## config.mk

```make
export PLATFORM = sky130hd
export DESIGN_NAME = lab5_period_meter
export DESIGN_NICKNAME = d
export VERILOG_FILES = /design/src/rtl/lab5_meter_pkg.sv /design/src/rtl/lab5_sync_edge.sv /design/src/rtl/lab5_period_meter.sv
export SDC_FILE = /design/constraint.sdc
export NUM_CORES = 1
export LEC_CHECK = 0
export CORE_ASPECT_RATIO = 1.2
export CORE_MARGIN = 4
export CORE_UTILIZATION = 61
export CTS_CLUSTER_SIZE = 8
export DETAILED_ROUTE_END_ITERATION = 6
export PLACE_DENSITY = 0.89
export SYNTH_ARGS = -nofsm -noshare
export SYNTH_HDL_FRONTEND = slang
export SYNTH_SLANG_ARGS = --single-unit
```

## constraint.sdc

```tcl
create_clock -name clk -period 3.46 [get_ports clk]
set_input_delay 0.692 -clock clk [delete_from_list [all_inputs] [get_ports clk]]
set_output_delay 0.692 -clock clk [all_outputs]
set_load 0.005 [all_outputs]
```

## src/rtl/lab5_meter_pkg.sv

```systemverilog
// Shared types and defaults for the lab5 period meter.
package lab5_meter_pkg;

    typedef enum logic {
        IDLE = 1'b0,
        MEAS = 1'b1
    } state_e;

    localparam int CNT_W_DEF  = 8;
    localparam int LOCK_N_DEF = 4;

    // All-ones value of the given width (width must be 1..32).
    function automatic logic [31:0] sat_max(input int width);
        return 32'hFFFF_FFFF >> (32 - width);
    endfunction

endpackage

```

## src/rtl/lab5_sync_edge.sv

```systemverilog
// Two-flop synchronizer plus edge detector for the measured signal.
// With LAB5_PERIOD_METER_FULL_PERIOD_EN defined only rising edges are reported.
module lab5_sync_edge (
    input  logic clk,
    input  logic rst,
    input  logic sig_i,
    output logic edge_o
);

    logic s1_q;
    logic s2_q;
    logic prev_q;

    // NOTE: prev_q resets to 0, so a signal already high at release yields one
    // edge; the meter treats that as its arming edge.
    always_ff @(posedge clk or negedge rst) begin
        if (!rst) begin
            s1_q   <= 1'b0;
            s2_q   <= 1'b0;
            prev_q <= 1'b0;
        end else begin
            s1_q   <= sig_i;
            s2_q   <= s1_q;
            prev_q <= s2_q;
        end
    end

`ifdef LAB5_PERIOD_METER_FULL_PERIOD_EN
    assign edge_o = s2_q & ~prev_q;
`else
    assign edge_o = s2_q ^ prev_q;
`endif

endmodule

```

## src/rtl/lab5_period_meter.sv

```systemverilog
// Counts clk cycles between successive edges of a slow asynchronous square wave
// and flags lock after LOCK_N equal measurements. Option: LAB5_PERIOD_METER_FULL_PERIOD_EN.
module lab5_period_meter
    import lab5_meter_pkg::*;
#(
    parameter int CNT_W  = CNT_W_DEF,
    parameter int LOCK_N = LOCK_N_DEF
) (
    input  logic             clk,
    input  logic             rst,
    input  logic             sig_in,
    output logic [CNT_W-1:0] meas_cnt,
    output logic             meas_valid,
    output logic             locked,
    output logic             overflow
);

    localparam logic [CNT_W-1:0] CNT_MAX   = CNT_W'(sat_max(CNT_W));
    localparam logic [3:0]       MATCH_TOP = 4'(LOCK_N - 1);

    logic sig_edge;

    state_e           state_q,      state_d;
    logic [CNT_W-1:0] cnt_q,        cnt_d;
    logic             sat_q,        sat_d;
    logic [CNT_W-1:0] meas_cnt_q,   meas_cnt_d;
    logic             meas_valid_q, meas_valid_d;
    logic             overflow_q,   overflow_d;
    logic             locked_q,     locked_d;
    logic [3:0]       match_q,      match_d;
    logic [CNT_W-1:0] new_cnt;

    lab5_sync_edge u_sync_edge (
        .clk    (clk),
        .rst    (rst),
        .sig_i  (sig_in),
        .edge_o (sig_edge)
    );

    // NOTE: every always_comb output gets a default first, so no path can infer a latch.
    always_comb begin
        state_d      = state_q;
        cnt_d        = cnt_q;
        sat_d        = sat_q;
        meas_cnt_d   = meas_cnt_q;
        meas_valid_d = 1'b0;
        overflow_d   = overflow_q;
        locked_d     = locked_q;
        match_d      = match_q;
        new_cnt      = sat_q ? CNT_MAX : cnt_q + 1'b1;

        unique case (state_q)
            IDLE: begin
                if (sig_edge) begin
                    cnt_d   = '0;
                    sat_d   = 1'b0;
                    state_d = MEAS;
                end
            end
            MEAS: begin
                if (sig_edge) begin
                    meas_cnt_d   = new_cnt;
                    overflow_d   = sat_q;
                    meas_valid_d = 1'b1;
                    cnt_d        = '0;
                    sat_d        = 1'b0;
                    // Compare against the previous report before it is overwritten.
                    if (sat_q || (new_cnt != meas_cnt_q)) begin
                        match_d  = '0;
                        locked_d = 1'b0;
                    end else begin
                        match_d  = (match_q == MATCH_TOP) ? match_q : match_q + 4'd1;
                        locked_d = (match_d == MATCH_TOP);
                    end
                end else begin
                    if (cnt_q != CNT_MAX) begin
                        cnt_d = cnt_q + 1'b1;
                    end
                    sat_d = (cnt_d == CNT_MAX);
                end
            end
            default: state_d = IDLE;
        endcase
    end

    // NOTE: state registers use non-blocking assignment so all flops update together.
    always_ff @(posedge clk or negedge rst) begin
        if (!rst) begin
            state_q      <= IDLE;
            cnt_q        <= '0;
            sat_q        <= 1'b0;
            meas_cnt_q   <= '0;
            meas_valid_q <= 1'b0;
            overflow_q   <= 1'b0;
            locked_q     <= 1'b0;
            match_q      <= '0;
        end else begin
            state_q      <= state_d;
            cnt_q        <= cnt_d;
            sat_q        <= sat_d;
            meas_cnt_q   <= meas_cnt_d;
            meas_valid_q <= meas_valid_d;
            overflow_q   <= overflow_d;
            locked_q     <= locked_d;
            match_q      <= match_d;
        end
    end

    assign meas_cnt   = meas_cnt_q;
    assign meas_valid = meas_valid_q;
    assign locked     = locked_q;
    assign overflow   = overflow_q;

endmodule

```

# --- After elaboration in Yosys (flattened, before gate mapping) ---
# Cells that the tools add are included.
word_totals:
  register_bits: 28
  latchBits: 0
  ramBits: 0
  rom_bits: 0
  in_bits: 3
  output_inout_bits: 11
  elab_cells: 39
  mem_count: 0
op_classes:
  n_addsub: 2
  mul: 0
  div: 0
  order_cmp: 0
  eq_ne: 6
  n_shift: 0
  n_mux: 16
  bitwise: 2
  reduce_logical: 2
ops:
  columns: ["cell", "count"]
  rows:
  - ["2-to-1 mux 8 bit", 6]
  - ["one-hot mux 8 bit (2 select lines)", 1]
  - ["adder 8 x 1 -> 8 bit (second input constant)", 1]
  - ["equality test 4 x 2 -> 1 bit (second input constant)", 2]
  - ["equality test 8 bit (second input constant)", 1]
  - ["2-to-1 mux 4 bit", 2]
  - ["!= test 8 bit", 1]
  - ["!= test 8 bit (second input constant)", 1]
  - ["2-to-1 mux 1 bit", 6]
  - ["adder 4 x 1 -> 4 bit (second input constant)", 1]
  - ["!= test 2 bit (second input constant)", 1]
  - ["one-hot mux 1 bit (2 select lines)", 1]
  - ["AND reduction 2 bit", 1]
  - ["logical OR 1 bit", 1]
  - ["NOT 1 bit", 1]
  - ["bitwise XOR 1 bit", 1]

# --- Logic depth before layout (Yosys ltp) ---
logic_depth:
  ltp_word: 7
  ltp_mapped: 9
  depth_no_buf: 7

# --- Modules after synthesis ---
# From an unflattened synthesis, not the netlist that was laid out.
unflattened:
  cells_unflattened: 160
  hier_area_um2: 1560.2
modules_own_cells:
  columns: ["mod", "n_inst", "cells_each", "area_per_inst_um2", "seq_area_each_um2"]
  rows:
  - ["lab5_period_meter", 1, 156, 1476.4, 625.6]
  - ["lab5_sync_edge", 1, 4, 83.8, 75.1]

# --- Worst setup path after synthesis ---
# OpenSTA, ideal clock, no wires.
synth_path:
  kind: "register -> register"
  startpoint: "register cnt_q[1]"
  endpoint: "register match_q[0]"
  arrival_time_ps: 1886
  required_time_ps: 3380
  setup_slack_ps: 1494
  path_stages_with_launch: 8
  period_less_slack_ps: 1966
  path_cell_list: "dfrtp_1 -> ha_1 -> xnor2_1 -> o211ai_1 -> a2111oi_0 -> o221a_2 -> nand3_4 -> o211ai_2"
synth_via:
  elab_chain_len: 5
synth_rtl:
  columns: ["item", "line", "source"]
  rows:
  - ["from (decl)", "lab5_period_meter.sv:24", "logic [CNT_W-1:0] cnt_q, cnt_d;"]
  - ["from (signal assigned)", "lab5_period_meter.sv:99", "cnt_q <= cnt_d;"]
  - ["adder 8 x 1 -> 8 bit", "lab5_period_meter.sv:50", "new_cnt = sat_q ? CNT_MAX : cnt_q + 1'b1;"]
  - ["2-to-1 mux 8 bit", "lab5_period_meter.sv:50", null]
  - ["!= test 8 bit", "lab5_period_meter.sv:68", "if (sat_q || (new_cnt != meas_cnt_q)) begin"]
  - ["logical OR 1 bit", "lab5_period_meter.sv:68", null]
  - ["2-to-1 mux 4 bit", "lab5_period_meter.sv:68", null]
  - ["to (signal assigned)", "lab5_period_meter.sv:105", "match_q <= match_d;"]
  - ["to (decl)", "lab5_period_meter.sv:30", "logic [3:0] match_q, match_d;"]
# No other way between the ends.
# A chain may end at the register's enable or synchronous reset.

# --- Worst setup path after layout ---
layout_path:
  startpoint: "register cnt_q[0]"
  endpoint: "register match_q[3]"
# The elaborated chain is that of the path after synthesis.

==> metrics.txt <==
area share of and/or/nand/nor cells after synthesis=23.73%; core box area=2577 um2; Final nets=181; initial antenna violation count=0; Die Y=65.35 um; unrepaired setup endpoints after global routing=no; CP Class=register to register; Tcrit/Tclk final=67.23%; GR Util All Layers=21.20%; Post-synth EDFFs=0; Lkg Pwr=0.7534 nW; worst r2r path cells=7; Post-Synthesis Cells=170; maxcap violations=0; DIE WIDTH=55.79 um; top post-synthesis cells by area=dfrtp_1 42%, xnor2_1 4.2%, nand2_1 3.4%, nor2_1 2.9%, a21oi_1 2.4%; Antenna Violating Nets Remaining=0; Synth cell types=48; Fin. Hold Viols=0; Die Area=3645 um2; Adder-Cell Fraction of Synth Area=1.497%; n_diodes=0; largest net degree at the start of global routing=29; hold path cells=0; synthesized cell area=1672 um2; Post-CTS Setup Bufs=0; ys async rst share=100.0%; CTS tree=done; CP required=3.73 ns; startpoint types=register; worst slew pin tran=0.5114 ns; total wire length=3493 um; H-tree depth=1; DRT Pass-1 Iters=4; area leader, netlist=dfrtp_1; Slowest cell on crit path=dfrtp_1; Peak supply drop=332.1 uV; DP HPWL=2555 um; Sink Count=28; Placer Congestion=0.8395; register area share after synthesis=41.92%; CP Buf/Inv Count=0; clk slew on worst S/H paths=0.15 ns; Mean Syn Cell Area=9.833 um2; crit end category=register; CP top delay family=compound AO/OA/AOI/OAI gates; layout cells sized above 1=11.43%; number of port buffers=13; Seq. cell area=700.7 um2; Cell Pwr Density=436.4 nW/um2; Initial Util=64.85%; post-synthesis register bit count=28; root buf cell=clkbuf_4; Layout Skew=0.004919 ns; fill count=192; worst-path maximum fanout=7; Slew Limit Headroom=65.83%; GRT overflow=0; synthesis warning total=0; min-delay worst type=register to register; crit path DAT=2.60 ns; clock buffer depth=2; DR top layer=met4; I/O pin count=14; routed vias=1302; Final Setup Violations=0; delay of the slowest critical-path stage=0.54 ns; area delta synth->final=9.207%; vias per cell=6.260; maximum clock rate=429.9 MHz; wire per inst=16.79 um; hold_buf cts=0; # DRC=0; Sum Neg Setup Slack=0 ns; met3 WL=133 um; Crit path depth=7; top cell type's share of synthesized area=41.92%; Slew Viols, Final=0; area of the multi-input gates=870.8 um2; combinational family with the most area after synthesis=simple AND/OR/NAND/NOR gates; Metal-1 WL=1477 um; ys flop type=dfrtp_1; XOR/XNOR share of the synthesized area=7.111%; placed cell areas=1773 um2; metal2 WL=1775 um; Num CTS Buffers=3; Mapped Nets=175; min cycle time layout=2.326 ns; status=completed; Iteration-0 DRC Markers=71; PostCTS Resize Cnt=0; commonest non-fill, non-tap cell in the layout=dfrtp_1; Worst path most repeated cell=xor2_1; row cnt=20; mux share of post-synthesis cell area=1.198%; cell area after layout=1826 um2; most frequent cells in the layout=28 x dfrtp_1, 15 x nand2_1, 13 x nor2_1, 13 x clkdlybuf4s50_1; vias in the first global route=1297; cell chain of the critical path=ha_1 > xor2_1 > xor2_1 > a2111oi_0 > o221a_2 > nand3_4 > o221ai_2; Compound-Gate Fraction of Synth Area=18.56%; first-pass GRT wire length=6106 um; clock latency on the worst-skew pair=0.34 ns
-- registers in the layout, indices dropped and copies added, names as in the netlist --
register	cells
cnt_q	8
locked	1
match_q	4
meas_cnt	8
meas_valid	1
overflow	1
sat_q	1
state_q	1
u_sync_edge.prev_q	1
u_sync_edge.s1_q	1
u_sync_edge.s2_q	1
-- synth_stat cells, types with 4 or more instances --
cell and n:
dfrtp_1 28, nor2_1 13, a21oi_1 8, nor3_1 5, nand4_1 6, a31oi_1 5
xnor2_1 8, clkbuf_1 7, nand2_1 15, and3_1 4, o21ai_0 4, nand3_1 7
-- cells by family after synthesis --
family                     after synthesis
AOI/OAI and AO/OA                       39
xor gates and xnor gates                12
adders and majority gates                2
buffers and inverters                   18
DFF                                     28
muxes                                    2
and+or+nand+nor                         69
-- worst register-to-register path: stages, from the launching register on --
cell and delay [ns]:
dfrtp_1 0.54, ha_1 0.30, xor2_1 0.26, xor2_1 0.10, a2111oi_0 0.39, o221a_2 0.34, nand3_4 0.12, o221ai_2 0.20
-- stage by stage --
step / util [%] / power [mW] / cells / hold slack (ns) / setup slack, ns
floorplan: - / 0.5130 / 170 / 0.3312 / 1.494
global placement: 68.79 / 0.5732 / 204 / 0.3367 / 1.314
detailed placement: 68.79 / 0.5830 / 204 / 0.3457 / 1.155
CTS: 70.83 / 0.7985 / 208 / 0.3797 / 1.121
global route: 70.83 / 0.8372 / 208 / 0.4142 / 0.9103
finish: 70.83 / 0.7966 / 208 / 0.3787 / 1.134
-- routing by layer --
metal,vias to the layer above,GRT usage [%]
li1,625,-
met1,629,26.08
met2,37,37.13
met3,11,2.750
met4,0,9.422
met5,-,0
-- area by class of cell --
cell class	instances	area share (%)
inverter	4	0.8225
clock inverter	1	1.645
clock buffer	3	1.234
sequential	28	38.38
tap	33	2.262
multi-input combinational	124	47.70
timing repair buffer	15	7.951
-- path summary, 6_finish.rpt --
| check | startpoint | end | slack (ns) |
|---|---|---|---|
| max | cnt_q[0] | match_q[3] | 1.13 |
| min | u_sync_edge.s1_q | u_sync_edge.s2_q | 0.38 |
| max reg2reg | cnt_q[0] | match_q[3] | 1.13 |
| min reg2reg | u_sync_edge.s1_q | u_sync_edge.s2_q | 0.38 |
| max in group asynchronous | rst | meas_cnt[4] | 2.49 |
| min in group asynchronous | rst | meas_valid | 0.70 |
-- where the power goes --
| group | leakage, nW | total [mW] | switching, mW | internal (mW) |
|---|---|---|---|---|
| sequential | 0.362 | 0.391 | 0.0366 | 0.354 |
| combinational | 0.364 | 0.186 | 0.0921 | 0.0943 |
| clock | 0.0279 | 0.220 | 0.102 | 0.117 |
| total | 0.753 | 0.797 | 0.231 | 0.566 |
(Power assumes the default switching activity.)
